==> src/rtl/ad7476a_averager.sv <==
// AD7476A conversion pacer and sample averager. It requests conversions at a fixed rate,
// averages 2^LOG2_AVG samples and holds the truncated mean in a valid/ready output register.
module ad7476a_averager #(
  parameter int unsigned CLK_FREQ_HZ    = 100_000_000,
  parameter int unsigned SAMPLE_RATE_HZ = 1_000_000,
  parameter int unsigned LOG2_AVG       = 4,
  parameter int unsigned TIMEOUT_CYCLES = 1024
) (
  input  logic        clk_i,
  input  logic        rst_n_i,
  input  logic        enable_i,
  output logic        request_o,
  input  logic [11:0] adc_data_i,
  input  logic        adc_valid_i,
  output logic [11:0] avg_data_o,
  output logic        avg_valid_o,
  input  logic        avg_ready_i,
  output logic        overrun_o,
  output logic        timeout_o
);

  localparam int unsigned DATA_W = 12;
  localparam int unsigned PERIOD = CLK_FREQ_HZ / SAMPLE_RATE_HZ;
  localparam int unsigned TMR_W  = (PERIOD > 1) ? $clog2(PERIOD) : 1;
  localparam int unsigned ACC_W  = DATA_W + LOG2_AVG;
  localparam int unsigned CNT_W  = (LOG2_AVG > 0) ? LOG2_AVG : 1;
  localparam int unsigned TO_W   = $clog2(TIMEOUT_CYCLES + 1);

  if (PERIOD < 2) begin : g_bad_period
    $error("ad7476a_averager: CLK_FREQ_HZ / SAMPLE_RATE_HZ must be at least 2");
  end
  if (LOG2_AVG > 8) begin : g_bad_log2_avg
    $error("ad7476a_averager: LOG2_AVG must be in 0..8");
  end
  if (TIMEOUT_CYCLES < 1) begin : g_bad_timeout
    $error("ad7476a_averager: TIMEOUT_CYCLES must be at least 1");
  end

  typedef enum logic [1:0] {IDLE, ARMED, BUSY} state_e;

  state_e              state_q;
  logic [TMR_W-1:0]    timer_q, timer_d;
  logic [TO_W-1:0]     to_cnt_q;
  logic [ACC_W-1:0]    acc_q, acc_d, sum_c;
  logic [CNT_W-1:0]    cnt_q, cnt_d;
  logic [DATA_W-1:0]   avg_q, avg_d;
  logic                avg_valid_q, avg_valid_d;
  logic                overrun_q, overrun_d;
  logic                request_q, timeout_q;
  logic                tick_c, accept_c, last_c, done_c, handshake_c, load_c;

  assign tick_c      = (timer_q == TMR_W'(PERIOD - 1));
  assign accept_c    = enable_i && adc_valid_i && (state_q == BUSY);
  assign last_c      = (cnt_q == CNT_W'((2 ** LOG2_AVG) - 1));
  assign done_c      = accept_c && last_c;
  assign sum_c       = acc_q + ACC_W'(adc_data_i);
  assign handshake_c = avg_valid_q && avg_ready_i;
  assign load_c      = done_c && (!avg_valid_q || avg_ready_i);

  // Rate timer, accumulator and output register next state.
  always_comb begin
    timer_d     = '0;
    acc_d       = acc_q;
    cnt_d       = cnt_q;
    avg_d       = avg_q;
    avg_valid_d = avg_valid_q;
    overrun_d   = overrun_q;
    if (enable_i) begin
      timer_d = tick_c ? '0 : timer_q + 1'b1;
    end
    if (!enable_i) begin
      acc_d     = '0;
      cnt_d     = '0;
      overrun_d = 1'b0;
    end else if (accept_c) begin
      if (last_c) begin
        acc_d = '0;
        cnt_d = '0;
      end else begin
        acc_d = sum_c;
        cnt_d = cnt_q + 1'b1;
      end
    end
    if (load_c) begin
      avg_d       = DATA_W'(sum_c >> LOG2_AVG);
      avg_valid_d = 1'b1;
    end else if (handshake_c) begin
      avg_valid_d = 1'b0;
    end
    // A full register with no handshake drops the new result.
    if (done_c && !load_c) begin
      overrun_d = 1'b1;
    end
  end

  always_ff @(posedge clk_i or negedge rst_n_i) begin
    if (!rst_n_i) begin
      timer_q     <= '0;
      acc_q       <= '0;
      cnt_q       <= '0;
      avg_q       <= '0;
      avg_valid_q <= 1'b0;
      overrun_q   <= 1'b0;
    end else begin
      timer_q     <= timer_d;
      acc_q       <= acc_d;
      cnt_q       <= cnt_d;
      avg_q       <= avg_d;
      avg_valid_q <= avg_valid_d;
      overrun_q   <= overrun_d;
    end
  end

  // Request/response sequencing; a sample beats a same-cycle timeout.
  always_ff @(posedge clk_i or negedge rst_n_i) begin
    if (!rst_n_i) begin
      state_q   <= IDLE;
      request_q <= 1'b0;
      timeout_q <= 1'b0;
      to_cnt_q  <= '0;
    end else begin
      request_q <= 1'b0;
      timeout_q <= 1'b0;
      if (!enable_i) begin
        state_q <= IDLE;
      end else begin
        case (state_q)
          IDLE: state_q <= ARMED;
          ARMED: begin
            if (tick_c) begin
              state_q   <= BUSY;
              request_q <= 1'b1;
              to_cnt_q  <= '0;
            end
          end
          BUSY: begin
            if (adc_valid_i) begin
              state_q <= ARMED;
            end else if (to_cnt_q == TO_W'(TIMEOUT_CYCLES - 1)) begin
              state_q   <= ARMED;
              timeout_q <= 1'b1;
            end else begin
              to_cnt_q <= to_cnt_q + 1'b1;
            end
          end
          default: state_q <= IDLE;
        endcase
      end
    end
  end

  assign request_o   = request_q;
  assign timeout_o   = timeout_q;
  assign avg_data_o  = avg_q;
  assign avg_valid_o = avg_valid_q;
  assign overrun_o   = overrun_q;

endmodule

==> config.mk <==
export PLATFORM = sky130hd
export DESIGN_NAME = ad7476a_averager
export DESIGN_NICKNAME = d
export VERILOG_FILES = /design/src/rtl/ad7476a_averager.sv
export SDC_FILE = /design/constraint.sdc
export NUM_CORES = 1
export LEC_CHECK = 0
export BUFFER_PORTS_ARGS = -buffer_cell sky130_fd_sc_hd__buf_2
export CAP_MARGIN = 10
export CORE_MARGIN = 2
export CORE_UTILIZATION = 35
export CTS_BUF_LIST = sky130_fd_sc_hd__clkbuf_8
export DETAILED_ROUTE_END_ITERATION = 8
export GPL_TIMING_DRIVEN = 0
export SYNTH_ARGS = -nofsm -noshare
export SYNTH_HDL_FRONTEND = slang
export SYNTH_SLANG_ARGS = --single-unit
==> constraint.sdc <==
create_clock -name clk_i -period 5.5 [get_ports clk_i]
set_input_delay 0.55 -clock clk_i [delete_from_list [all_inputs] [get_ports clk_i]]
set_output_delay 0.55 -clock clk_i [all_outputs]
set_load 0.01 [all_outputs]
==> flow_summary_export.csv, run 1 <==
group,metric,value,unit
status,status,"finished clean",
sta,skew,0.00712,ns
clock_network,cts_hold_buffers,0,
place,port_buffers,32,
sta,fin_crit_sh,43.6,%
logic_synthesis,avgSynthCellArea,10.2,um^2
logic_synthesis,yosysMostFrequentCell,"dfrtp_1",
cells_and_area,drive_gt1_share,17.7,%
clock_network,cts.sinks,56,
sta,rsz0062_at_grt,"no",
clock_network,clock_path_buffers,2,
floorplanning,io_pins,33,
routing,wl_met1,2920,um
logic_synthesis,netlist_instances,294,
logic_synthesis,synth_area_leaders,"dfrtp_1, ha_1, xnor2_1",
sta,tightestPinTransition,0.536,ns
critical_path,crit_fanout,7,
critical_path,slowest_stage,"fa_1",
routing,viasPerCell,5.01,
sta,period_needed,2.40,ns
clock_network,clockRootBuffer,"clkbuf_8",
routing,wirelength,6030,um
global_route,grt_max_degree,37,
cells_and_area,antenna_cells,0,
routing,drtPass1Iterations,4,
sta,setup_violations,0,
global_route,antenna_found_initial,0,
power,p_leak,0.00160,uW
sta,holdWs,0.196,ns
logic_synthesis,synth_area,0.00300,mm^2
place,dp_hpwl,4400,um
logic_synthesis,synth_common_cells,"dfrtp_1, nand2_1, nor2_1, ha_1",
logic_synthesis,synth_nets,327,
floorplanning,start_util,36.3,%
min_path,hold_path_class,"input pin to async pin",
floorplanning,die_height,96.6,um
logic_synthesis,synthArstFlopShare,100,%
cells_and_area,seq_area,0.00140,mm^2
floorplanning,die_w,96.6,um
clock_network,cts_max_level,2,
global_route,first_global_vias,2182,
cells_and_area,area_delta_synth_final,13.7,%
critical_path,cp-end-kind,"flop",
cells_and_area,fillers,828,
sta,slew-limit-headroom,64.2,%
floorplanning,design.die.area,0.00933,mm^2
clock_network,cts_inserted_buffers,5,
global_route,grt-ovfl-total,0,
global_route,grt_pass1_wl,10200,um
logic_synthesis,synth_edf_count,0,
critical_path,max_stage_delay,0.41,ns
critical_path,required,5.74,ns
critical_path,worstPathCellList,"ha_1 > inv_1 > fa_1 > nor2b_1 > o31ai_2 > a21oi_2 > a41oi_2 > or3_1 > a31oi_1",
routing,remaining_drc_errors,0,
logic_synthesis,yosysWarnings,0,
power,power_density,211,mW/mm^2
flow_run,cap_violations,0,
sta,max_freq,0.417,GHz
logic_synthesis,synthDominantCellAreaShare,46.7,%
routing,drtIter0Drc,86,
routing,wl_per_cell,13.8,um
floorplanning,rows,33,
logic_synthesis,synth_ff_type,"dfrtp_1",
logic_synthesis,ys_seq_area_share,46.7,%
routing,via_count,2196,
power,ir_worst_vdd,0.138,mV
clock_network,cts_setup_buffers,0,
global_route,grtUsageTotal,14.1,%
clock_network,cts.clk_slew.worst_paths,0.10,ns
logic_synthesis,synth.lib_cells_used.distinct,52,
routing,route.met3.wl,225,um
floorplanning,core_area,0.00826,mm^2
routing,maxUsedRoutingLayer,"met4",
cells_and_area,nets,367,
logic_synthesis,synth_seq_cells,56,
clock_network,cts_resized,0,
cells_and_area,multi_input_comb_area,0.00152,mm^2
routing,antenna_left,0,
sta,tns,0,ns
critical_path,arrival,2.64,ns
clock_network,clk-insertion-delay-late,0.31,ns
sta,final-hold-violation-count,0,
logic_synthesis,synth_area_leader_cell,"dfrtp_1",
critical_path,crit_type,"flop to flop",
sta,slew_violations,0,
routing,dr_wl_met2,2820,um
place,place_congestion,0.795,
clock_network,tritoncts,"done",
critical_path,crit_path_start_kind,"flop",
==> final cells by class <==
| cell class | count | share of cell area, % |
|---|---|---|
| Clock buffer | 5 | 2.02 |
| Sequential cell | 56 | 41.1 |
| Tap cell | 105 | 3.85 |
| Timing Repair Buffer | 33 | 5.28 |
| Buffer | 9 | 1.54 |
| Clock inverter | 1 | 0.880 |
| Multi-Input combinational cell | 223 | 44.7 |
| Inverter | 6 | 0.660 |
==> registers in the layout, summed over array words and instances, names as in the netlist <==
| name | count |
|---|---|
| acc_q | 16 |
| avg_data_o | 12 |
| avg_valid_o | 1 |
| cnt_q | 4 |
| overrun_o | 1 |
| request_o | 1 |
| state_q | 2 |
| timeout_o | 1 |
| timer_q | 7 |
| to_cnt_q | 11 |
==> critical path, delay by kind of cell, from the launching register on <==
| family | cells | cell delay [ns] |
|---|---|---|
| flip-flops | 1 | 0.37 |
| AND/OR/NAND/NOR | 2 | 0.58 |
| AO/OA/AOI/OAI | 4 | 0.74 |
| buffers and inverters | 1 | 0.06 |
| adder cells (fa/ha/maj) | 2 | 0.59 |
==> path summary, 6_finish.rpt <==
kind / depth (start not counted) / from / slack, ns / to
hold reg to reg: 1 / timer_q[0] / 0.47 / timer_q[0]
setup / recovery: 9 / acc_q[0] / 3.10 / avg_data_o[10]
hold / removal: 1 / rst_n_i / 0.20 / acc_q[1]
min in group clk_i: 1 / timer_q[0] / 0.47 / timer_q[0]
setup reg to reg: 9 / acc_q[0] / 3.10 / avg_data_o[10]
max in group asynchronous: 2 / rst_n_i / 4.75 / acc_q[10]
==> layout by cell type (no fill, tap or decap), types with 6 or more instances in the layout <==
master	netlist	final
dfrtp_1	56	56
buf_2	3	35
nand2_1	29	29
nor2_1	23	23
ha_1	15	15
xnor2_1	14	14
o21ai_0	14	14
nand3_1	13	13
a21oi_1	9	9
a22o_1	8	8
xor2_1	7	7
nor3_1	7	7
nor2b_1	7	7
inv_1	6	6
or3_1	6	6
==> metrics by stage <==
stage	area [um^2]	util, %	total power [uW]	worst slack [ns]	instances
5_1_grt	3410	41.3	754	2.94	438
6_report	3410	41.3	719	3.10	438
2_1_floorplan	3000	-	445	3.17	294
3_5_place_dp	3310	40.1	467	2.82	432
3_3_place_gp	3290	39.9	465	2.83	431
4_1_cts	3410	41.3	729	3.09	438
==> cells by family after synthesis <==
family / count (synthesis) / share of synthesized area [%]
AO/OA/AOI/OAI: 66 / 15.4
flip-flops: 56 / 46.7
multiplexers: 9 / 3.29
AND/OR/NAND/NOR: 111 / 19.1
adder cells (fa/ha/maj): 16 / 6.92
XOR/XNOR: 21 / 6.13
buffers and inverters: 15 / 2.50
==> metal layers <==
| metal | GRT usage (%) | vias to the layer above |
|---|---|---|
| li1 | - | 1123 |
| met1 | 18.3 | 1035 |
| met2 | 24.0 | 33 |
| met3 | 3.18 | 5 |
| met4 | 3.52 | 0 |
| met5 | 0 | - |
==> where the power goes <==
| part | internal [uW] | switching (uW) |
|---|---|---|
| clock network | 131 | 130 |
| registers | 414 | 2.24 |
| logic | 16.1 | 26.0 |
Power figures use the tool's default switching activity.
==> run 2, diff against run 1 <==
- clock period: 5.5 -> 2 ns (I/O delays scaled with it)
==> run 2 against run 1 <==
  * The run now ends with setup timing left
  * First-iteration DRC count fell by 22%
  * Register-to-register slack got worse by 3.3 ns
  * Non-clock buffer count is 26 higher
  * Final cell count increased by 6.4%
==> flow_summary_export.csv, run 2 (synthesized netlist as in run 1, its figures left out) <==
group,metric,value,unit
place,port_buffers,32,
sta,final.setup.worst_slack,-0.202,ns
place,dp_hpwl,4370,um
min_path,hold_path_class,"input pin to flop",
sta,period_needed,2.20,ns
clock_network,cts_max_level,2,
clock_network,tritoncts,"done",
cells_and_area,largest_register_ffs,16,
power,power_density,524,mW/mm^2
global_route,grt_max_degree,39,
cells_and_area,antenna_cells,0,
critical_path,worst_r2r_endpoint,"avg_data_o[6]",
flow_run,cap_violations,0,
cells_and_area,nets,393,
sta,final-hold-violation-count,0,
sta,max_freq,0.454,GHz
routing,drtIter0Drc,67,
sta,rsz0062_at_grt,"yes",
global_route,grtUsageTotal,15.3,%
sta,skew,0.0113,ns
routing,antenna_left,0,
floorplanning,rows,33,
power,p_leak,0.00176,uW
cells_and_area,stdcell_area,0.00389,mm^2
clock_network,cts.sinks,56,
critical_path,cp-end-kind,"flop",
place,dp_slack,-0.289,ns
routing,wirelength,6860,um
critical_path,worstSetupStartpoint,"acc_q[0]",
status,status,"finished with violations",
critical_path,r2r_cells,10,
clock_network,cts.clk_slew.worst_paths,0.10,ns
floorplanning,design.die.area,0.00933,mm^2
routing,viasPerCell,5.13,
floorplanning,core_area,0.00826,mm^2
global_route,antenna_found_initial,0,
critical_path,crit_type,"flop to flop",
power,ir_worst_vdd,0.235,mV
place,place_congestion,0.826,
routing,drtPass1Iterations,5,
sta,tightestPinTransition,0.451,ns
floorplanning,start_util,36.3,%
global_route,grt-ovfl-total,0,
routing,via_count,2391,
cells_and_area,layout_common_cells,"dfrtp_1, buf_2, nand2_1, buf_4, nor2_1",
critical_path,endpoint,"avg_data_o[6]",
routing,remaining_drc_errors,0,
cells_and_area,regMostFlops,"acc_q",
floorplanning,die_height,96.6,um
clock_network,clk-insertion-delay-late,0.32,ns
cells_and_area,area_delta_synth_final,29.8,%
global_route,grt_pass1_wl,11100,um
clock_network,clockRootBuffer,"clkbuf_8",
global_route,first_global_vias,2324,
status,violations,"setup timing",
clock_network,cts_inserted_buffers,5,
sta,slew-limit-headroom,69.9,%
sta,fin_crit_sh,110,%
routing,wl_per_cell,14.7,um
floorplanning,io_pins,33,
floorplanning,die_w,96.6,um
cells_and_area,drive_gt1_share,32.4,%
critical_path,rr_startpoint,"acc_q[0]",
cells_and_area,final_common_cell,"dfrtp_1",
critical_path,arrival,2.41,ns
place,place_area,0.00332,mm^2
sta,slew_violations,0,
critical_path,crit_path_start_kind,"flop",
critical_path,crit_fanout,3,
clock_network,clock_path_buffers,2,
critical_path,reg2reg_slack,-0.20,ns
critical_path,required,2.21,ns
sta,setup_violations,11,
-- run 2: changes by cell type in the layout (fill, tap and decap cells not counted), sizes merged --
cell	previous run	this run
dlygate4sd3	0	1
inv	6	7
clkinv	0	1
buf	40	65
-- run 2: worst min-delay path by stage --
stage / start / to / slack, ns / depth (start not counted)
6_report: avg_ready_i / avg_valid_o / 0.17 / 3
5_1_grt: avg_ready_i / avg_valid_o / 0.19 / 3
4_1_cts: avg_ready_i / avg_valid_o / 0.17 / 3
3_5_place_dp: rst_n_i / avg_data_o[0] / 0.17 / 1
3_3_place_gp: timer_q[0] / timer_q[0] / 0.45 / 1
2_1_floorplan: rst_n_i / acc_q[0] / -0.1 / 0
-- run 2: metrics by stage --
step | power, uW | cells | TNS, ns | util (%) | hold WS (ns)
after floorplan | 1220 | 294 | -0.0665 | - | -0.0956
after global placement | 1280 | 431 | -1.53 | 39.9 | 0.445
after detailed placement | 1290 | 432 | -1.75 | 40.2 | 0.175
after CTS | 2060 | 452 | -1.26 | 44.7 | 0.165
after global routing | 2140 | 466 | -2.84 | 47.2 | 0.189
final | 2040 | 466 | -1.36 | 47.2 | 0.170
-- run 2: final cells by class --
cell class	count	area [um^2]
buffer	9	60.1
clock buffer	5	68.8
clock inverter	3	38.8
fill	794	4360
inverter	6	22.5
multi-input combinational	223	1790
sequential	56	1400
tap	105	131
timing repair buffer	59	385
-- run 2: layer usage --
metal	global-route usage, %	vias to the layer above	routed length, um
li1	-	1175	-
met1	19.3	1151	3120
met2	26.2	50	3350
met3	3.72	15	253
met4	3.87	0	142
met5	0	-	0
-- run 2: power by group --
group / switching, uW / total [uW] / internal [uW]
Sequential: 4.80 / 1140 / 1140
Clock: 373 / 740 / 367
Combinational: 90.1 / 157 / 66.8
Total: 468 / 2040 / 1570
-- run 2: repair_timing --
| action | CTS | global route |
|---|---|---|
| setup endpoints to repair | 13 | 30 |
| gates resized for setup | 25 | 23 |
| hold buffers | 1 | 0 |
| pin swaps | 12 | 15 |
| buffers inserted | 11 | 14 |
| endpoints found under the hold margin | 18 | 0 |
-- run 2: worst max-delay path, stage by stage, from the launching register on --
cell and delay (ns):
dfrtp_1 0.37, ha_2 0.19, inv_2 0.04, fa_2 0.38, nor2b_4 0.15, o31ai_4 0.10
a21oi_4 0.24, buf_6 0.13, a31oi_4 0.08, xnor2_2 0.17, mux2_4 0.26
